**src/rtl/timer_counter.sv**
```systemverilog
// timer_counter: memory-mapped down-counting timer with a single IRQ line.
// Define TIMER_PRESCALE_EN to add the PRESCALE register and tick divider.
`timescale 1ns/1ps
module timer_counter #(
    parameter int WIDTH      = 32,
    parameter int PRESCALE_W = 16
) (
    input  logic             clk,
    input  logic             reset,
    input  logic [31:0]      Addr,
    input  logic             WE,
    input  logic [WIDTH-1:0] Din,
    output logic [WIDTH-1:0] Dout,
    output logic             IRQ
);

    typedef enum logic [1:0] {
        IDLE = 2'd0,
        LOAD = 2'd1,
        CNT  = 2'd2,
        INT  = 2'd3
    } state_t;

    localparam logic [1:0] A_CTRL   = 2'd0;
    localparam logic [1:0] A_PRESET = 2'd1;
    localparam logic [1:0] A_COUNT  = 2'd2;
    localparam logic [1:0] A_PRESC  = 2'd3;

    state_t           state;
    state_t           state_nxt;
    logic [3:0]       ctrl;
    logic [WIDTH-1:0] preset;
    logic [WIDTH-1:0] count;
    logic [WIDTH-1:0] count_nxt;
    logic             irq_pend;
    logic             pend_nxt;
    logic             fsm_clr_en;
    logic             tick;

    logic [1:0] sel;
    logic       wr_ctrl;
    logic       wr_preset;
    logic       en;
    logic       auto_rl;
    logic       im;

    assign sel       = Addr[3:2];
    assign wr_ctrl   = WE && (sel == A_CTRL);
    assign wr_preset = WE && (sel == A_PRESET);
    assign en        = ctrl[0];
    assign auto_rl   = (ctrl[2:1] == 2'b01);
    assign im        = ctrl[3];

    logic unused_addr;
    assign unused_addr = ^{Addr[31:4], Addr[1:0]};

`ifdef TIMER_PRESCALE_EN
    logic [PRESCALE_W-1:0] prescale;
    logic [PRESCALE_W-1:0] div;
    logic [PRESCALE_W-1:0] div_nxt;
    logic                  wr_presc;

    assign wr_presc = WE && (sel == A_PRESC);
    assign tick     = (div == prescale);

    // Divider restarts on every load and on every COUNT step.
    always_comb begin
        div_nxt = div;
        if (state == LOAD) begin
            div_nxt = '0;
        end else if (state == CNT && en) begin
            div_nxt = tick ? '0 : div + PRESCALE_W'(1);
        end
    end

    always_ff @(posedge clk or negedge reset) begin
        if (!reset) begin
            prescale <= '0;
            div      <= '0;
        end else begin
            div <= div_nxt;
            if (wr_presc) begin
                prescale <= Din[PRESCALE_W-1:0];
            end
        end
    end
`else
    logic [PRESCALE_W-1:0] unused_presc;
    assign unused_presc = '0;
    assign tick         = 1'b1;
`endif

    always_comb begin
        state_nxt  = state;
        count_nxt  = count;
        pend_nxt   = irq_pend;
        fsm_clr_en = 1'b0;
        unique case (state)
            IDLE: begin
                if (en) begin
                    state_nxt = LOAD;
                end
            end
            LOAD: begin
                count_nxt = preset;
                state_nxt = CNT;
            end
            CNT: begin
                if (!en) begin
                    state_nxt = IDLE;
                end else if (tick) begin
                    if (count > WIDTH'(1)) begin
                        count_nxt = count - WIDTH'(1);
                    end else begin
                        count_nxt = '0;
                        pend_nxt  = 1'b1;
                        state_nxt = INT;
                    end
                end
            end
            INT: begin
                if (auto_rl) begin
                    pend_nxt  = 1'b0;
                    state_nxt = en ? LOAD : IDLE;
                end else begin
                    fsm_clr_en = 1'b1;
                    state_nxt  = IDLE;
                end
            end
            default: begin
                state_nxt = IDLE;
            end
        endcase
        // A CPU write to CTRL always acknowledges the pending interrupt.
        if (wr_ctrl) begin
            pend_nxt = 1'b0;
        end
    end

    always_ff @(posedge clk or negedge reset) begin
        if (!reset) begin
            state    <= IDLE;
            count    <= '0;
            irq_pend <= 1'b0;
        end else begin
            state    <= state_nxt;
            count    <= count_nxt;
            irq_pend <= pend_nxt;
        end
    end

    // The CPU write takes priority over the one-shot auto-clear of EN.
    always_ff @(posedge clk or negedge reset) begin
        if (!reset) begin
            ctrl <= '0;
        end else if (wr_ctrl) begin
            ctrl <= Din[3:0];
        end else if (fsm_clr_en) begin
            ctrl[0] <= 1'b0;
        end
    end

    always_ff @(posedge clk or negedge reset) begin
        if (!reset) begin
            preset <= '0;
        end else if (wr_preset) begin
            preset <= Din;
        end
    end

    always_comb begin
        Dout = '0;
        unique case (sel)
            A_CTRL:   Dout[3:0] = ctrl;
            A_PRESET: Dout      = preset;
            A_COUNT:  Dout      = count;
            A_PRESC: begin
`ifdef TIMER_PRESCALE_EN
                Dout = WIDTH'(prescale);
`else
                Dout = '0;
`endif
            end
            default:  Dout      = '0;
        endcase
    end

    assign IRQ = im & irq_pend;

endmodule
```
**config.mk**
```make
export PLATFORM = sky130hd
export DESIGN_NAME = timer_counter
export DESIGN_NICKNAME = d
export VERILOG_FILES = /design/src/rtl/timer_counter.sv
export SDC_FILE = /design/constraint.sdc
export NUM_CORES = 1
export LEC_CHECK = 0
export BUFFER_PORTS_ARGS = -buffer_cell sky130_fd_sc_hd__buf_2
export CAP_MARGIN = 10
export CORE_MARGIN = 2
export CORE_UTILIZATION = 56
export CTS_BUF_LIST = sky130_fd_sc_hd__clkbuf_8
export CTS_CLUSTER_SIZE = 20
export DETAILED_ROUTE_END_ITERATION = 8
export MAX_ROUTING_LAYER = met4
export PLACE_DENSITY = 0.9
export SETUP_SLACK_MARGIN = 0.02
export SYNTH_ARGS = -nofsm -noshare
export SYNTH_HDL_FRONTEND = slang
export SYNTH_SLANG_ARGS = --single-unit
```
**constraint.sdc**
```tcl
create_clock -name clk -period 2.7 [get_ports clk]
set_clock_uncertainty 0.1 [all_clocks]
set_input_delay 0.27 -clock clk [delete_from_list [all_inputs] [get_ports clk]]
set_output_delay 0.27 -clock clk [all_outputs]
set_load 0.02 [all_outputs]
```
## Yosys cells after proc, flatten, opt, wreduce, memory -nomap -nowiden

Index checks and enable logic that the tools add are counted.

| operators by class | value |
|---|---|
| bitwise gates (word level) | 1 |
| mux-type cells | 20 |
| add/sub/neg operators | 1 |
| reductions and logical operators | 10 |
| order comparisons | 1 |
| equality and inequality tests | 13 |

Operators by type and width:

| operator | number |
|---|---|
| $mux W32 | 2 |
| $pmux W32 S2 | 1 |
| $pmux W28 S2 | 1 |
| $gt A32 B1 Y1 const B | 1 |
| $sub A32 B1 Y32 const B | 1 |
| $pmux W4 S4 | 1 |
| $ne A3 B3 Y1 const B | 4 |
| $mux W1 | 10 |
| $eq A2 B2 Y1 const B | 4 |
| $pmux W2 S4 | 1 |
| $eq A2 B1 Y1 const B | 3 |
| $mux W2 | 3 |
| $logic_not A2 Y1 | 2 |
| $ne A2 B2 Y1 const B | 2 |
| $reduce_and A2 Y1 | 2 |
| $reduce_and A4 Y1 | 1 |
| $reduce_bool A2 Y1 | 2 |
| $reduce_bool A3 Y1 | 1 |
| $logic_and A1 B1 Y1 | 2 |
| $pmux W1 S2 | 1 |
| $and A1 B1 Y1 | 1 |

| storage, ports and cells | value |
|---|---|
| output and inout bits | 33 |
| register bits | 71 |
| input port bits | 67 |
| logic and storage cells | 52 |

## Depth between registers and ports, before layout

Gate-level depths: netlist (run 1).

| logic depth | value |
|---|---|
| depth in word-level cells | 5 |
| mapped depth | 9 |
| gate-level depth less buffers | 7 |

## Worst setup path before layout (run 1)

No wires, ideal clock.

| timing | value |
|---|---|
| path kind | reg-to-reg |
| start | register count[0] |
| end | register count[28] |
| slack | 0.537 ns |
| clock period less this slack | 2.163 ns |
| required time | 2.462 ns |
| stages on the path, launching flop included | 8 |
| buffers on the path | 0 |
| setup time | 0.138 ns |
| arrival time | 1.925 ns |
| cells stage by stage | dfrtp_1 > inv_1 > ha_1 > nor4b_4 > nand4_1 > or4b_1 > a31oi_1 > o221ai_1 |

| on the way | value |
|---|---|
| cells in the longest elaborated chain, start to end | 4 |
| elaborated cells on any way between the ends | 5 |
| those cells by class | 1 x add/sub; 1 x order compare; 3 x mux |

Ends and longest elaborated chain:

| element | line | text |
|---|---|---|
| start, declared | 33 | `logic [WIDTH-1:0] count;` |
| start signal, assigned | 147 | `count <= count_nxt;` |
| $sub A32 B1 Y32 / $gt A32 B1 Y1 (equally long branches) | 113, 112 |  |
| $mux W32 * | 112 | `if (count > WIDTH'(1)) begin` |
| $mux W32 * | 109 | `if (!en) begin` |
| $pmux W32 S2 * | 98 | `unique case (state)` |

Every way passes the cells marked *; elsewhere a longest branch is shown, timed or not. The select of a mux whose other input is x is not followed.
A chain may end at the register's enable or synchronous reset.

## Worst setup path in the final report (run 1)

| timing | value |
|---|---|
| start | register count[2] |
| end | register count[31] |

The elaborated chain is that of the path after synthesis.

==> results of run 1 <==
## kinds of logic (layout without fill, tap and decap cells)
kind of cell | Yosys count | after routing
AOI/OAI and AO/OA | 120 | 120
adders and majority gates | 6 | 6
DFF | 71 | 71
buffers and inverters | 41 | 121
muxes | 39 | 39
and+or+nand+nor | 161 | 161
## state kept, by name, indices dropped and copies added, names as in the netlist
register  count
preset       32
irq_pend      1
count        32
state         2
ctrl          4
## final timing paths
kind,depth (start not counted),end,slack (ps),start
max reg2reg,5,count[31]$_DFFE_PN0P_,240,count[2]$_DFFE_PN0P_
min reg2reg,1,ctrl[1]$_DFFE_PN0P_,420,ctrl[1]$_DFFE_PN0P_
min in group asynchronous,2,preset[17]$_DFFE_PN0P_,410,reset
max in group asynchronous,3,preset[4]$_DFFE_PN0P_,1420,reset
max,5,count[31]$_DFFE_PN0P_,240,count[2]$_DFFE_PN0P_
min,2,preset[20]$_DFFE_PN0P_,40,Din[20]
## critical path, stage by stage (launching register included)
cell and delay (ps):
sky130_fd_sc_hd__dfrtp_1 490, sky130_fd_sc_hd__nor3_2 450, sky130_fd_sc_hd__nand2_1 340, sky130_fd_sc_hd__or4_1 520, sky130_fd_sc_hd__or3_1 350, sky130_fd_sc_hd__o211ai_2 140
## power by group
group          switching, W  internal [W]  total, W
Combinational       0.00111      0.000858   0.00196
Clock              0.000418      0.000513  0.000931
Sequential         0.000533       0.00142   0.00196
Total               0.00206       0.00279   0.00485
## routing by layer
metal | GRT usage | part of all wire | vias to the layer above
met5 | - | 0 | -
met4 | 0.1136 | 0.019 | 0
met3 | 0.05975 | 0.078 | 30
met2 | 0.4583 | 0.48 | 185
met1 | 0.3790 | 0.42 | 1965
li1 | - | - | 1828
## layout make-up
type	count	area, um^2
multi-input combinational	326	2340
fill	579	2272
timing repair buffer	92	558.0
inverter	13	48.80
tap	99	123.9
clock inverter	7	87.58
clock buffer	9	123.9
sequential	71	1777
## cells in the mapped netlist (all sizes together) (2+ instances only)
cell,number,share of area
dfrtp,71,0.42
a22oi,41,0.072
mux2,35,0.092
nand2,31,0.028
nor2b,31,0.045
nand3,23,0.028
clkbuf,21,0.018
o21ai,18,0.021
nor2,15,0.013
nor3,13,0.020
inv,12,0.011
a21oi,11,0.013
or3,10,0.016
nand4,8,0.012
nor4,8,0.022
a31oi,7,0.010
buf,7,0.0088
a32oi,6,0.012
ha,6,0.018
o211ai,6,0.012
and2,5,0.0073
o22ai,5,0.0073
o311ai,5,0.010
o31a,5,0.010
mux2i,4,0.0094
nand4b,4,0.0082
o41a,4,0.011
and3,3,0.0044
o31ai,3,0.0053
or2,3,0.0044
or4,3,0.0053
o221ai,2,0.0041
o32ai,2,0.0041
## cells in the final DEF, fill, tap and decap left out, types with 3 or more instances in the layout
| cell type | Yosys | final |
|---|---|---|
| sky130_fd_sc_hd__a32oi_1 | 6 | 6 |
| sky130_fd_sc_hd__mux2i_1 | 4 | 4 |
| sky130_fd_sc_hd__o41a_1 | 4 | 4 |
| sky130_fd_sc_hd__and2_1 | 5 | 5 |
| sky130_fd_sc_hd__and3_1 | 3 | 3 |
| sky130_fd_sc_hd__clkinv_2 | 0 | 4 |
| sky130_fd_sc_hd__o311ai_0 | 5 | 5 |
| sky130_fd_sc_hd__nor3_2 | 4 | 4 |
| sky130_fd_sc_hd__o31ai_1 | 3 | 3 |
| sky130_fd_sc_hd__clkbuf_8 | 0 | 9 |
| sky130_fd_sc_hd__nand4b_1 | 4 | 4 |
| sky130_fd_sc_hd__or4_1 | 3 | 3 |
| sky130_fd_sc_hd__nor2b_1 | 31 | 31 |
| sky130_fd_sc_hd__dfrtp_1 | 71 | 71 |
| sky130_fd_sc_hd__o22ai_1 | 5 | 5 |
| sky130_fd_sc_hd__buf_2 | 3 | 69 |
| sky130_fd_sc_hd__ha_1 | 6 | 6 |
| sky130_fd_sc_hd__a31oi_1 | 7 | 7 |
| sky130_fd_sc_hd__buf_12 | 0 | 3 |
| sky130_fd_sc_hd__mux2_2 | 35 | 35 |
| sky130_fd_sc_hd__nor2_1 | 15 | 15 |
| sky130_fd_sc_hd__nand3_1 | 22 | 22 |
| sky130_fd_sc_hd__a22oi_1 | 41 | 41 |
| sky130_fd_sc_hd__nor4_1 | 4 | 4 |
| sky130_fd_sc_hd__o211ai_1 | 5 | 5 |
| sky130_fd_sc_hd__nor3_1 | 9 | 9 |
| sky130_fd_sc_hd__o21ai_0 | 18 | 18 |
| sky130_fd_sc_hd__nand4_1 | 8 | 8 |
| sky130_fd_sc_hd__or3_1 | 9 | 9 |
| sky130_fd_sc_hd__buf_4 | 0 | 19 |
| sky130_fd_sc_hd__a21oi_1 | 11 | 10 |
| sky130_fd_sc_hd__or2_2 | 3 | 3 |
| sky130_fd_sc_hd__inv_1 | 12 | 12 |
| sky130_fd_sc_hd__o31a_1 | 5 | 5 |
| sky130_fd_sc_hd__nand2_1 | 30 | 30 |
## per-stage QoR
step	total power, W	worst slack [ps]	utilization	instances	hold WS [ps]
finish	0.004851	242.4	0.6900	617	38.08
global route	0.005148	48.65	0.6900	617	37.20
CTS	0.004826	265.5	0.6900	617	31.93
detailed placement	0.003882	284.3	0.6598	600	262.8
global placement	0.003782	316.7	0.6598	600	245.2
floorplan	0.003197	536.9	-	438	-125.6
## repair_timing
item                       4_1_cts  5_1_grt
hold endpoints to repair        29        0
hold buffers                     1        0
setup endpoints to repair        0        0
==> impl_metrics.ini, run 1 <==
[min_path]
min-delay-path-class = in2reg

[global_routing]
pin_count_of_the_biggest_net_entering_global_routing = 43
first_global_vias = 3858
grt_antenna_before_repair = 0
grt_first_pass_wirelength_um = 19090
track_usage = 0.2941
global_route.overflow_total = 0

[final_layout]
final_net_count = 586
synthToLayoutAreaGrowth_pct = 18.25
postLayoutCellArea_um2 = 5059
drive_gt1_frac = 0.3069
antenna_cells = 0

[timing]
final.setup.tns_ps = 0
setup_viol = 0
setup_repair_after_global_routing_missed_its_margin = no
fmax_ghz = 0.4069
maxSlewHeadroom = 0.5124
layout_worst_path_cycle_share = 0.9102
timing_hold_violations_final = 0
timing.final.max_slew_violations = 0
tightest_slew_ps = 731.4
layout_min_cycle_time_ps = 2458

[floorplan]
floorplan.initialDensity = 0.5835
fp.dieW_um = 91.40
top_level_port_count = 100
fp.dieH_um = 91.40
fp-row-count = 31
dieArea_um2 = 8354
floorplan.core_area_um2 = 7331

[clocking]
cts_tree = built
clk_transition_reported_paths_ps = 80
h_tree_lvl_count = 3
clk_path_buf_depth = 2
post_cts_buffers = 0
numCtsBuffers = 9
cts_root_buffer = sky130_fd_sc_hd__clkbuf_8
clock_sink_count = 71
post_cts.resized_instances = 0
clock_latency_ps = 360

[yosys]
yosys_warnings = 0
main_combinational_cell_family_by_area_after_synthesis = simple AND/OR/NAND/NOR gates
post_synthesis_cell_area_um2 = 4278
number_of_enable_type_register_cells_in_the_synthesized_netlist = 0
synthSimpleGateAreaFrac = 0.2249
syn-num-nets = 511
synth-compound-area-share = 0.2021
syn_avg_cell_area_um2 = 9.767
synth_cell_type_count = 52
synth-xor-area-share = 0
proportion_of_synthesized_chip_area_in_sequential_cells = 0.4153
postSynth.topFlopCell = sky130_fd_sc_hd__dfrtp_1
netlist_instances = 438
muxShareOfSynthArea = 0.1015
post_synth_fa_ha_maj_area_fraction = 0.01755
synthArstFlopShare = 1.000
synth_seq_cells = 71

[power_and_ir_drop]
p_per_area_nw_per_um2 = 959.0
worst_voltage_drop_across_the_vdd_grid_mv = 0.4814
p_leak_nw = 2.104

[worst_setup_path]
worstPathArrival_ps = 2640
cp-end-kind = register
critPathRequiredTime_ps = 2880
critical_path_peak_fanout = 10
criticalPathCategory = reg2reg
start_kind = register

[routing]
drt_drc_violations_left = 0
routed_vias = 4008
drt_first_iter_violations = 327
routed_wirelength_um = 11550
via_per_inst = 6.496
routed_len_inst_um = 18.72
detail-route-antenna-nets = 0
detailedRoute.firstPassIterationCount = 6

[status]
run_status = complete, no violations

[place]
dpl-instance-area_um2 = 4837
dpl.hpwl_um = 7948
gp_routability_congestion = 0.9184
port-buffer-count = 69

[job]
timing.max_cap.violations = 0
Power figures use the tool's default switching activity.
==> run 2: changes to the inputs <==
Settings changed: CORE_MARGIN 2 to 4, CORE_UTILIZATION 56 to 60, PLACE_DENSITY 0.9 to 0.95.
Clock period 2.7 ns to 2.95 ns, I/O delays scaled along.
==> run 2 against run 1 <==
Net effect:
- via count increased by 3.1%
- sequential power fell by 7%
- non-clock buffer count fell by 7
- clock-buffer cell count is 1 higher
- global-route usage grew 1.7 points
- die area up 2.3%
- first-iteration DRC count is 19% higher
- clock power up 4.5%
- largest power group unchanged
- highest routed layer unchanged
==> impl_metrics.ini, run 2 (synthesis gave the netlist of run 1 again) <==
[place]
dpl.hpwl_um = 8111
port-buffer-count = 69
gp_routability_congestion = 0.9451
place_inst = 590

[power_and_ir_drop]
worst_voltage_drop_across_the_vdd_grid_mv = 0.5418
p_per_area_nw_per_um2 = 910.1
p_leak_nw = 2.074

[routing]
drt_drc_violations_left = 0
drt_first_iter_violations = 389
via_per_inst = 6.811
detailedRoute.firstPassIterationCount = 5
detail-route-antenna-nets = 0
routed_wirelength_um = 12370
routed_vias = 4134
routed_len_inst_um = 20.38

[timing]
setup_repair_after_global_routing_missed_its_margin = no
final.setup.tns_ps = 0
layout_worst_path_cycle_share = 0.8961
timing.final.max_slew_violations = 0
layout_min_cycle_time_ps = 2644
fmax_ghz = 0.3783
tightest_slew_ps = 811.2
setup_viol = 0
maxSlewHeadroom = 0.4592
timing_hold_violations_final = 0

[floorplan]
top_level_port_count = 100
floorplan.core_area_um2 = 6869
fp.dieW_um = 92.44
fp-row-count = 30
fp.dieH_um = 92.44
floorplan.initialDensity = 0.6228
dieArea_um2 = 8544

[worst_setup_path]
worstPathArrival_ps = 2740
critical_path_peak_fanout = 9
worst_r2r_startpoint = count[9]$_DFFE_PN0P_
start_kind = register
timing.reg2reg.setup_slack_ps = 310
cp-end-kind = register
criticalPathCategory = reg2reg
reg2regPathDepth = 5
critPathRequiredTime_ps = 3040
crit-reg2reg-capture = count[9]$_DFFE_PN0P_

[clocking]
clk_path_buf_depth = 2
cts_root_buffer = sky130_fd_sc_hd__clkbuf_8
clock_latency_ps = 360
numCtsBuffers = 9
clk_transition_reported_paths_ps = 90
clock_sink_count = 71
post_cts.resized_instances = 0
cts_tree = built
h_tree_lvl_count = 3

[final_layout]
final_common_cell = sky130_fd_sc_hd__dfrtp_1
layout.core_utilization = 0.7315
antenna_cells = 0
drive_gt1_frac = 0.2955
final_net_count = 579
final_cell_count_no_fill = 607
reg.largest.list = count x32, preset x32, ctrl x4
synthToLayoutAreaGrowth_pct = 17.46
most-common-layout-cells = sky130_fd_sc_hd__dfrtp_1, sky130_fd_sc_hd__buf_2, sky130_fd_sc_hd__a22oi_1
n_fill_cell = 482
multi_input_comb_area_um2 = 2340
area.sequential_um2 = 1777

[global_routing]
global_route.overflow_total = 0
grt_first_pass_wirelength_um = 20850
grt_antenna_before_repair = 0
first_global_vias = 4146
track_usage = 0.3114
pin_count_of_the_biggest_net_entering_global_routing = 41

[status]
run_status = complete, no violations

[min_path]
min-delay-path-class = in2reg
worstHoldStart = Din[11]
hold-path-endpoint = preset[11]$_DFFE_PN0P_
holdPathStages = 2

[job]
timing.max_cap.violations = 0
[run 2: through the flow]
| step | setup WS [ps] | power [W] | hold WS [ps] | cell area (um^2) |
|---|---|---|---|---|
| after floorplan | 786.9 | 0.002926 | -100.6 | 4278 |
| after global placement | 489.7 | 0.003401 | 281.5 | 4768 |
| after detailed placement | 396.9 | 0.003528 | 303.6 | 4768 |
| after CTS | 373.0 | 0.004521 | 59.81 | 5025 |
| after global routing | 183.8 | 0.004841 | 67.18 | 5025 |
| final | 306.4 | 0.004573 | 63.52 | 5025 |
[run 2: worst max path at each step]
stage | cells after the start | to | startpoint | slack [ps]
4_1_cts | 5 | count[9]$_DFFE_PN0P_ | count[9]$_DFFE_PN0P_ | 370
5_1_grt | 7 | count[28]$_DFFE_PN0P_ | count[1]$_DFFE_PN0P_ | 180
2_1_floorplan | 7 | count[28]$_DFFE_PN0P_ | count[0]$_DFFE_PN0P_ | 790
3_5_place_dp | 5 | count[11]$_DFFE_PN0P_ | count[9]$_DFFE_PN0P_ | 400
6_report | 5 | count[9]$_DFFE_PN0P_ | count[9]$_DFFE_PN0P_ | 310
3_3_place_gp | 7 | count[28]$_DFFE_PN0P_ | count[0]$_DFFE_PN0P_ | 490
[run 2: repair_timing]
item / 4_1_cts / 5_1_grt
hold buffers: 1 / 0
endpoints found under the hold margin: 31 / 0
setup buffers: 0 / 0
[run 2: routing by layer]
layer,up-vias,routed length [um],GRT usage
li1,1803,-,-
met1,2007,4820,0.3998
met2,272,5877,0.4792
met3,52,1268,0.05118
met4,0,401,0.1572
met5,-,0,-
[run 2: area by class of cell]
type	instances	share of cell area
repair buffers	85	0.09811
inverters	13	0.009711
clock inverters	6	0.02166
multi-input cells	326	0.4656
flip-flops and latches	71	0.3536
well taps	96	0.02390
clock buffers	10	0.02739
[run 2: worst max-delay path: stages (launching register included)]
cell and delay, ps:
sky130_fd_sc_hd__dfrtp_1 460, sky130_fd_sc_hd__nor4_4 480, sky130_fd_sc_hd__nand3_1 310, sky130_fd_sc_hd__or3_4 510, sky130_fd_sc_hd__nand3_1 400, sky130_fd_sc_hd__o311ai_0 230
[run 2: power by group]
part | internal, W | switching [W] | total (W)
sequential | 0.00130 | 0.000532 | 0.00183
combinational | 0.000745 | 0.00102 | 0.00177
clock | 0.000582 | 0.000391 | 0.000973
